## src/rtl/input_loader.sv

```systemverilog
// input_loader: assembles sixteen bytes, MSB-first, into a 128-bit block and
// presents it as plaintext (PT) or ciphertext (CT) according to the Sel value
// captured with the block's first byte. The block is held until Ack.
// Optional feature macro: INPUT_LOADER_TIMEOUT_EN enables an idle-cycle
// watchdog in LOAD that aborts the partial block and pulses Err.
module input_loader #(
  parameter int TO_CYCLES = 255
) (
  input  logic         Clk,
  input  logic         Rst,
  input  logic [7:0]   DIn,
  input  logic         DValid,
  output logic         DReady,
  input  logic         Sel,
  input  logic         Clear,
  output logic [127:0] PT,
  output logic [127:0] CT,
  output logic         Mode,
  output logic         Ry,
  input  logic         Ack,
  output logic         Err
);

  typedef enum logic [1:0] {
    IDLE = 2'd0,
    LOAD = 2'd1,
    FULL = 2'd2
  } state_t;

  state_t         state;
  logic [3:0]     cnt;
  logic [127:0]   data;
  logic           mode;
  logic           ry;
  logic           ready;
  logic           accept;

  // The idle counter is 8 bits wide, so the timeout must fit in it.
  if (TO_CYCLES < 1 || TO_CYCLES > 255) begin : g_bad_to_cycles
    $error("input_loader: TO_CYCLES must be in 1..255");
  end

`ifdef INPUT_LOADER_TIMEOUT_EN
  localparam logic [7:0] TO_LAST = 8'(TO_CYCLES - 1);
  logic [7:0] idle_cnt;
  logic       err;
  assign Err = err;
`else
  assign Err = 1'b0;
`endif

  // A byte moves only when both sides agree on the same edge.
  assign accept = DValid & ready;

  // Control FSM, byte counter and data register; all outputs are registered.
  always_ff @(posedge Clk or negedge Rst) begin
    if (!Rst) begin
      state <= IDLE;
      cnt   <= 4'd0;
      data  <= 128'd0;
      mode  <= 1'b0;
      ry    <= 1'b0;
      ready <= 1'b1;
`ifdef INPUT_LOADER_TIMEOUT_EN
      idle_cnt <= 8'd0;
      err      <= 1'b0;
`endif
    end else begin
`ifdef INPUT_LOADER_TIMEOUT_EN
      err <= 1'b0;
`endif
      if (Clear) begin
        // Abort wins over everything, including Ack and an offered byte.
        state <= IDLE;
        cnt   <= 4'd0;
        data  <= 128'd0;
        mode  <= 1'b0;
        ry    <= 1'b0;
        ready <= 1'b1;
`ifdef INPUT_LOADER_TIMEOUT_EN
        idle_cnt <= 8'd0;
`endif
      end else begin
        case (state)
          IDLE: begin
            if (accept) begin
              mode  <= Sel;
              data  <= {DIn, 120'd0};
              cnt   <= 4'd1;
              state <= LOAD;
`ifdef INPUT_LOADER_TIMEOUT_EN
              idle_cnt <= 8'd0;
`endif
            end
          end
          LOAD: begin
            if (accept) begin
              // Byte n sits at bit offset 8*(15-n); 15-n is ~n for 4 bits.
              data[{~cnt, 3'b000} +: 8] <= DIn;
              cnt <= cnt + 4'd1;
              if (cnt == 4'd15) begin
                state <= FULL;
                ry    <= 1'b1;
                ready <= 1'b0;
              end
`ifdef INPUT_LOADER_TIMEOUT_EN
              idle_cnt <= 8'd0;
            end else if (idle_cnt == TO_LAST) begin
              state    <= IDLE;
              cnt      <= 4'd0;
              data     <= 128'd0;
              mode     <= 1'b0;
              ry       <= 1'b0;
              ready    <= 1'b1;
              idle_cnt <= 8'd0;
              err      <= 1'b1;
            end else begin
              idle_cnt <= idle_cnt + 8'd1;
`endif
            end
          end
          FULL: begin
            if (Ack) begin
              state <= IDLE;
              data  <= 128'd0;
              mode  <= 1'b0;
              ry    <= 1'b0;
              ready <= 1'b1;
            end
          end
          default: begin
            state <= IDLE;
            cnt   <= 4'd0;
            data  <= 128'd0;
            mode  <= 1'b0;
            ry    <= 1'b0;
            ready <= 1'b1;
          end
        endcase
      end
    end
  end

  assign DReady = ready;
  assign Mode   = mode;
  assign Ry     = ry;
  assign PT     = data & {128{~mode}};
  assign CT     = data & {128{mode}};

endmodule

```

## config.mk

```make
export PLATFORM = sky130hd
export DESIGN_NAME = input_loader
export DESIGN_NICKNAME = d
export VERILOG_FILES = /design/src/rtl/input_loader.sv
export SDC_FILE = /design/constraint.sdc
export NUM_CORES = 1
export LEC_CHECK = 0
export ABC_AREA = 0
export CORE_MARGIN = 2
export CORE_UTILIZATION = 41
export DETAILED_ROUTE_END_ITERATION = 7
export PLACE_DENSITY = 0.77
export SYNTH_ARGS = -nofsm -noshare
export SYNTH_HDL_FRONTEND = slang
export SYNTH_SLANG_ARGS = --single-unit
```

## constraint.sdc

```tcl
create_clock -name Clk -period 1.94 [get_ports Clk]
set_input_delay 0.194 -clock Clk [delete_from_list [all_inputs] [get_ports Clk]]
set_output_delay 0.194 -clock Clk [all_outputs]
set_load 0.005 [all_outputs]
```

==> Word-level counts from Yosys, hierarchy flattened <==
Cells that the tools add are included.
W data, S select, Z words.
{ "classes": {"add_sub_neg": 2, "n_eq_ne": 10, "shifts": 2, "n_mux": 29, "n_bitwise": 5, "reduce_logical": 6} }
{ "ops": {"columns": ["op", "n"], "rows": [
  ["$mux W128", 4],
  ["$pmux W128 S3", 1],
  ["$and A128 B128 Y128", 2],
  ["$bwmux W128", 1],
  ["$shift A8 B9 Y128 const A", 1],
  ["$shiftx A8 B9 Y128", 1],
  ["$mux W4", 3],
  ["$ne A3 B3 Y1 const B", 4],
  ["$pmux W4 S3", 1],
  ["$mux W1", 10],
  ["$mux W2", 5],
  ["$neg A7 Y9", 1],
  ["$pmux W1 S3", 3],
  ["$reduce_and A3 Y1", 3],
  ["$reduce_and A4 Y1", 2],
  ["$ne A2 B2 Y1 const B", 3],
  ["$pmux W2 S3", 1],
  ["$add A4 B1 Y4 const B", 1],
  ["$eq A4 B4 Y1 const B", 1],
  ["$not A4 Y4", 1],
  ["$eq A2 B1 Y1 const B", 1],
  ["$eq A2 B2 Y1 const B", 1],
  ["$logic_not A2 Y1", 1],
  ["$and A1 B1 Y1", 1],
  ["$not A1 Y1", 1]
]} }
{ "word_totals": {"reg_bits": 137, "inputBits": 14, "output_inout_bits": 260, "elab_cells": 60} }

==> Logic depth before layout (Yosys ltp) <==
{ "depth": {"depth_word": 7, "depth_mapped": 9, "mapped_depth_nobuf": 6} }

==> Least setup slack after synthesis <==
No wires, ideal clock.
{ "synth_path": {"path_kind": "flip-flop to flip-flop", "startpoint": "register cnt[1]", "endpoint": "register data[103]", "setup_time_ns": 0.124, "t_arrival_ns": 1.980, "t_required_ns": 1.816, "path_slack_ns": -0.164, "path_stages_with_launch": 10, "path_buffers": 3, "synth_period_minus_slack_ns": 2.104, "cell_sequence": "dfrtp_1 -> ha_1 -> clkbuf_1 -> nor2b_1 -> a21oi_1 -> or4_4 -> buf_6 -> buf_6 -> nand3_2 -> o21ai_2"} }
{ "synth_between": {"elab_chain_len": 7, "elab_cells_between_ends": 8, "classes_between": "add/sub: 1; shift: 2; mux: 4; bitwise: 1"} }
{ "synth_rtl": {"columns": ["element", "line_no", "text"], "rows": [
  ["from (decl)", "31", "logic [3:0] cnt;"],
  ["from (signal assigned)", "100", "cnt <= cnt + 4'd1;"],
  ["$not A4 Y4 *", "99", "data[{~cnt, 3'b000} +: 8] <= DIn;"],
  ["$neg A7 Y9 *", "99", null],
  ["$shiftx A8 B9 Y128 or $shift A8 B9 Y128 (tied branches)", "99", null],
  ["$bwmux W128 *", "99", null],
  ["$mux W128 *", "97", "if (accept) begin"],
  ["$pmux W128 S3 *", "84", "case (state)"],
  ["$mux W128 *", "72", "if (Clear) begin"],
  ["to (signal assigned)", "88", "data <= {DIn, 120'd0};"],
  ["to (signal, indexed assignment)", "99", null],
  ["to (decl)", "32", "logic [127:0] data;"]
]} }
Mark *: on every way between the ends. The rest lies on a longest branch, timed or not. The select of a mux whose other input is x is not followed.
A chain may end at the register's enable or synchronous reset.

==> Final worst setup path <==
{ "layout_path": {"startpoint": "register cnt[1]", "endpoint": "register data[32]"} }
Same word-level chain as after synthesis.

==> metrics.txt <==
outcome finished with violations; failing checks setup timing; io pins 274; commonest non-fill, non-tap cells in the layout dlygate4sd2_1, and2_1, dfrtp_1; synth unique cells 46; GRT Overall Usage 0.251; fin crit period 1.94 ns; flop2flop setup slack -0.002 ns; vias in the first global route 6933; initial antenna violation count 0; Async SR Flop Fraction 1.00; fill cell count 1608; Core Rows 50; Worst path top cell family by delay simple AND/OR/NAND/NOR gates; startpoint types register; CTS Buf Count 17; Slew HR 0.616; CTS tree yes; Max Fclk 515 MHz; drt total wl 25.8 mm; RSZ-0062 raised after global routing true; Clock Path Buffers 2; wire length per cell 18.2 microns; Multi-input gate area 3990 sq um; initial DRC count 482; ANT cells 0; Critical Path AT 2.24 ns; # Max-Cap Violations 0; Port Buffer Count 272; Residual DRC 0; worst skew pair latency 0.42 ns; R2R Path End data[32]$_DFFE_PN0P_; Setup WS pre-CTS -0.188 ns; starting density of the core 0.416; Synth-to-Final Area Change 51.8%; CP Buf/Inv Count 1; FF+latch count, synth 137; dpl cells 1368; first-pass GRT wire length 39.1 mm; gp weighted congestion 0.832; Static Leak 6.18 nW; Post-synth EDFFs 0; grt ovf 0; CTS sink count 137; synthesized instance count 879; Yosys Warn Count 0; Die Width 141 microns; via count 7482; ys flop type dfrtp_1; Syn Std Cell Area 7730 sq um; CP max stage cell or4_4; sequential share of the synthesized area 0.444; leading cell type in the layout, fill and taps excluded dlygate4sd2_1; Largest stage delay, worst path 0.69 ns; Synth Area per Inst 8.79 sq um; worst r2r src cnt[1]$_DFFE_PN0P_; CP Capture Type register; Synth Net Count 896; Pwr Density 591 nW/um^2; post-route ant nets 0; Core Footprint 18600 sq um; storage element area 3440 sq um; post-route setup slack -0.00172 ns; die span in y 141 microns; count of non-filler cells in the finished layout 1419; Worst VDD drop 0.570 mV; final hold violations 0; worst path cell trace buf_4 -> nand3_2 -> xor2_1 -> or4_4 -> nand3_1 -> o21ai_1; Worst-Margin Slew 0.574 ns; Crit Path Class reg -> reg; Final Core Density 0.632; router iterations before antenna repair 4; worst-path maximum fanout 16; post-DP HPWL 17.8 mm; Worst-path clk slew 0.06 ns; Hold Path Class in -> async; worst endpoint required time 2.23 ns; final setup fails 1; final worst-path cycle share 1.00; design area 11700 sq um; layout cell share with drive strength beyond 1 0.154; Tot Pwr 6.94 mW; nets 1192; Post-Place Cell Area 11000 sq um; Clock Skews 0.00536 ns; Total Die Area 20000 sq um; via/cell ratio 5.27; depth of the CTS H-tree 4; root buf cell clkbuf_16; largest net degree at the start of global routing 57; max-slew violations 0; r2r worst-path depth 6
==> flip-flops by register name, summed over array words and instances (netlist names) <==
signal  cells
cnt         4
data      128
Mode        1
DReady      1
Ry          1
state       2
==> repair_timing <==
action,in CTS,in global routing
gates cloned,4,6
pin swaps,1,5
setup endpoints to repair,268,106
buffers inserted,7,5
endpoints found under the hold margin,51,0
hold buffers,1,0
gates resized for setup,292,55
==> cells by family after synthesis <==
| group | Yosys count | share of synthesized area |
|---|---|---|
| compound gates | 148 | 0.107 |
| xor+xnor | 3 | 0.00340 |
| fa+ha+maj | 3 | 0.00486 |
| buf+inv | 86 | 0.0547 |
| flops | 137 | 0.444 |
| mux | 16 | 0.0207 |
| other cells | 1 | 0.000485 |
| simple gates | 485 | 0.366 |
==> worst max-delay path by stage <==
stage / start / to / slack [ns] / cells after the start
finish: cnt[1]$_DFFE_PN0P_ / data[32]$_DFFE_PN0P_ / -0.002 / 6
global placement: Clear / data[82]$_DFFE_PN0P_ / -0.16 / 6
detailed placement: Clear / data[115]$_DFFE_PN0P_ / -0.19 / 8
CTS: cnt[1]$_DFFE_PN0P_ / data[115]$_DFFE_PN0P_ / 0.002 / 8
global route: cnt[1]$_DFFE_PN0P_ / data[114]$_DFFE_PN0P_ / -0.06 / 9
floorplan: cnt[0]$_DFFE_PN0P_ / data[103]$_DFFE_PN0P_ / -0.02 / 9
==> power breakdown <==
part | leakage, nW | total [mW] | internal, mW | switching, mW
logic | 4.01 | 0.929 | 0.387 | 0.542
clock network | 0.271 | 3.09 | 1.93 | 1.16
registers | 1.90 | 2.91 | 2.88 | 0.0300
==> cell type report <==
cell class                      instances  area share
Inverter                                2    0.000853
Tap cell                              234      0.0249
Clock inverter                          8     0.00842
Multi-Input combinational cell        657       0.340
Timing Repair Buffer                  360       0.293
Clock buffer                           21      0.0392
Sequential cell                       137       0.293
==> routing by layer <==
| metal | global-route usage | wire [microns] |
|---|---|---|
| met1 | 0.335 | 10900 |
| met2 | 0.412 | 12600 |
| met4 | 0.0753 | 442 |
| met5 | 0 | 0 |
| met3 | 0.0543 | 1780 |
==> metrics by stage <==
step / TNS [ns] / hold slack (ns)
after global placement: -7.46 / 0.190
after detailed placement: -10.45 / 0.181
after CTS: 0 / 0.307
final: -0.00172 / 0.305
after global routing: -0.749 / 0.364
after floorplan: -0.0259 / -0.102
==> Yosys cell counts (2+ instances only) <==
master | instances | area share
and2_1 | 137 | 0.11
dfrtp_1 | 136 | 0.44
nor2b_1 | 132 | 0.11
nand3_1 | 114 | 0.074
o21ai_1 | 71 | 0.046
clkbuf_1 | 49 | 0.024
nand2_1 | 47 | 0.023
o21ai_0 | 39 | 0.025
nor2_1 | 19 | 0.0092
buf_2 | 17 | 0.011
mux2i_1 | 16 | 0.021
a21oi_1 | 12 | 0.0078
buf_6 | 10 | 0.015
a22oi_1 | 9 | 0.0087
nand3_2 | 9 | 0.012
nand4_1 | 9 | 0.0073
o21ai_2 | 8 | 0.0091
buf_1 | 7 | 0.0034
or4_4 | 4 | 0.0058
ha_1 | 3 | 0.0049
a32oi_1 | 2 | 0.0023
inv_1 | 2 | 0.00097
nand2b_1 | 2 | 0.0016
nand4b_1 | 2 | 0.0023
xor2_1 | 2 | 0.0023
(Power assumes the default switching activity.)
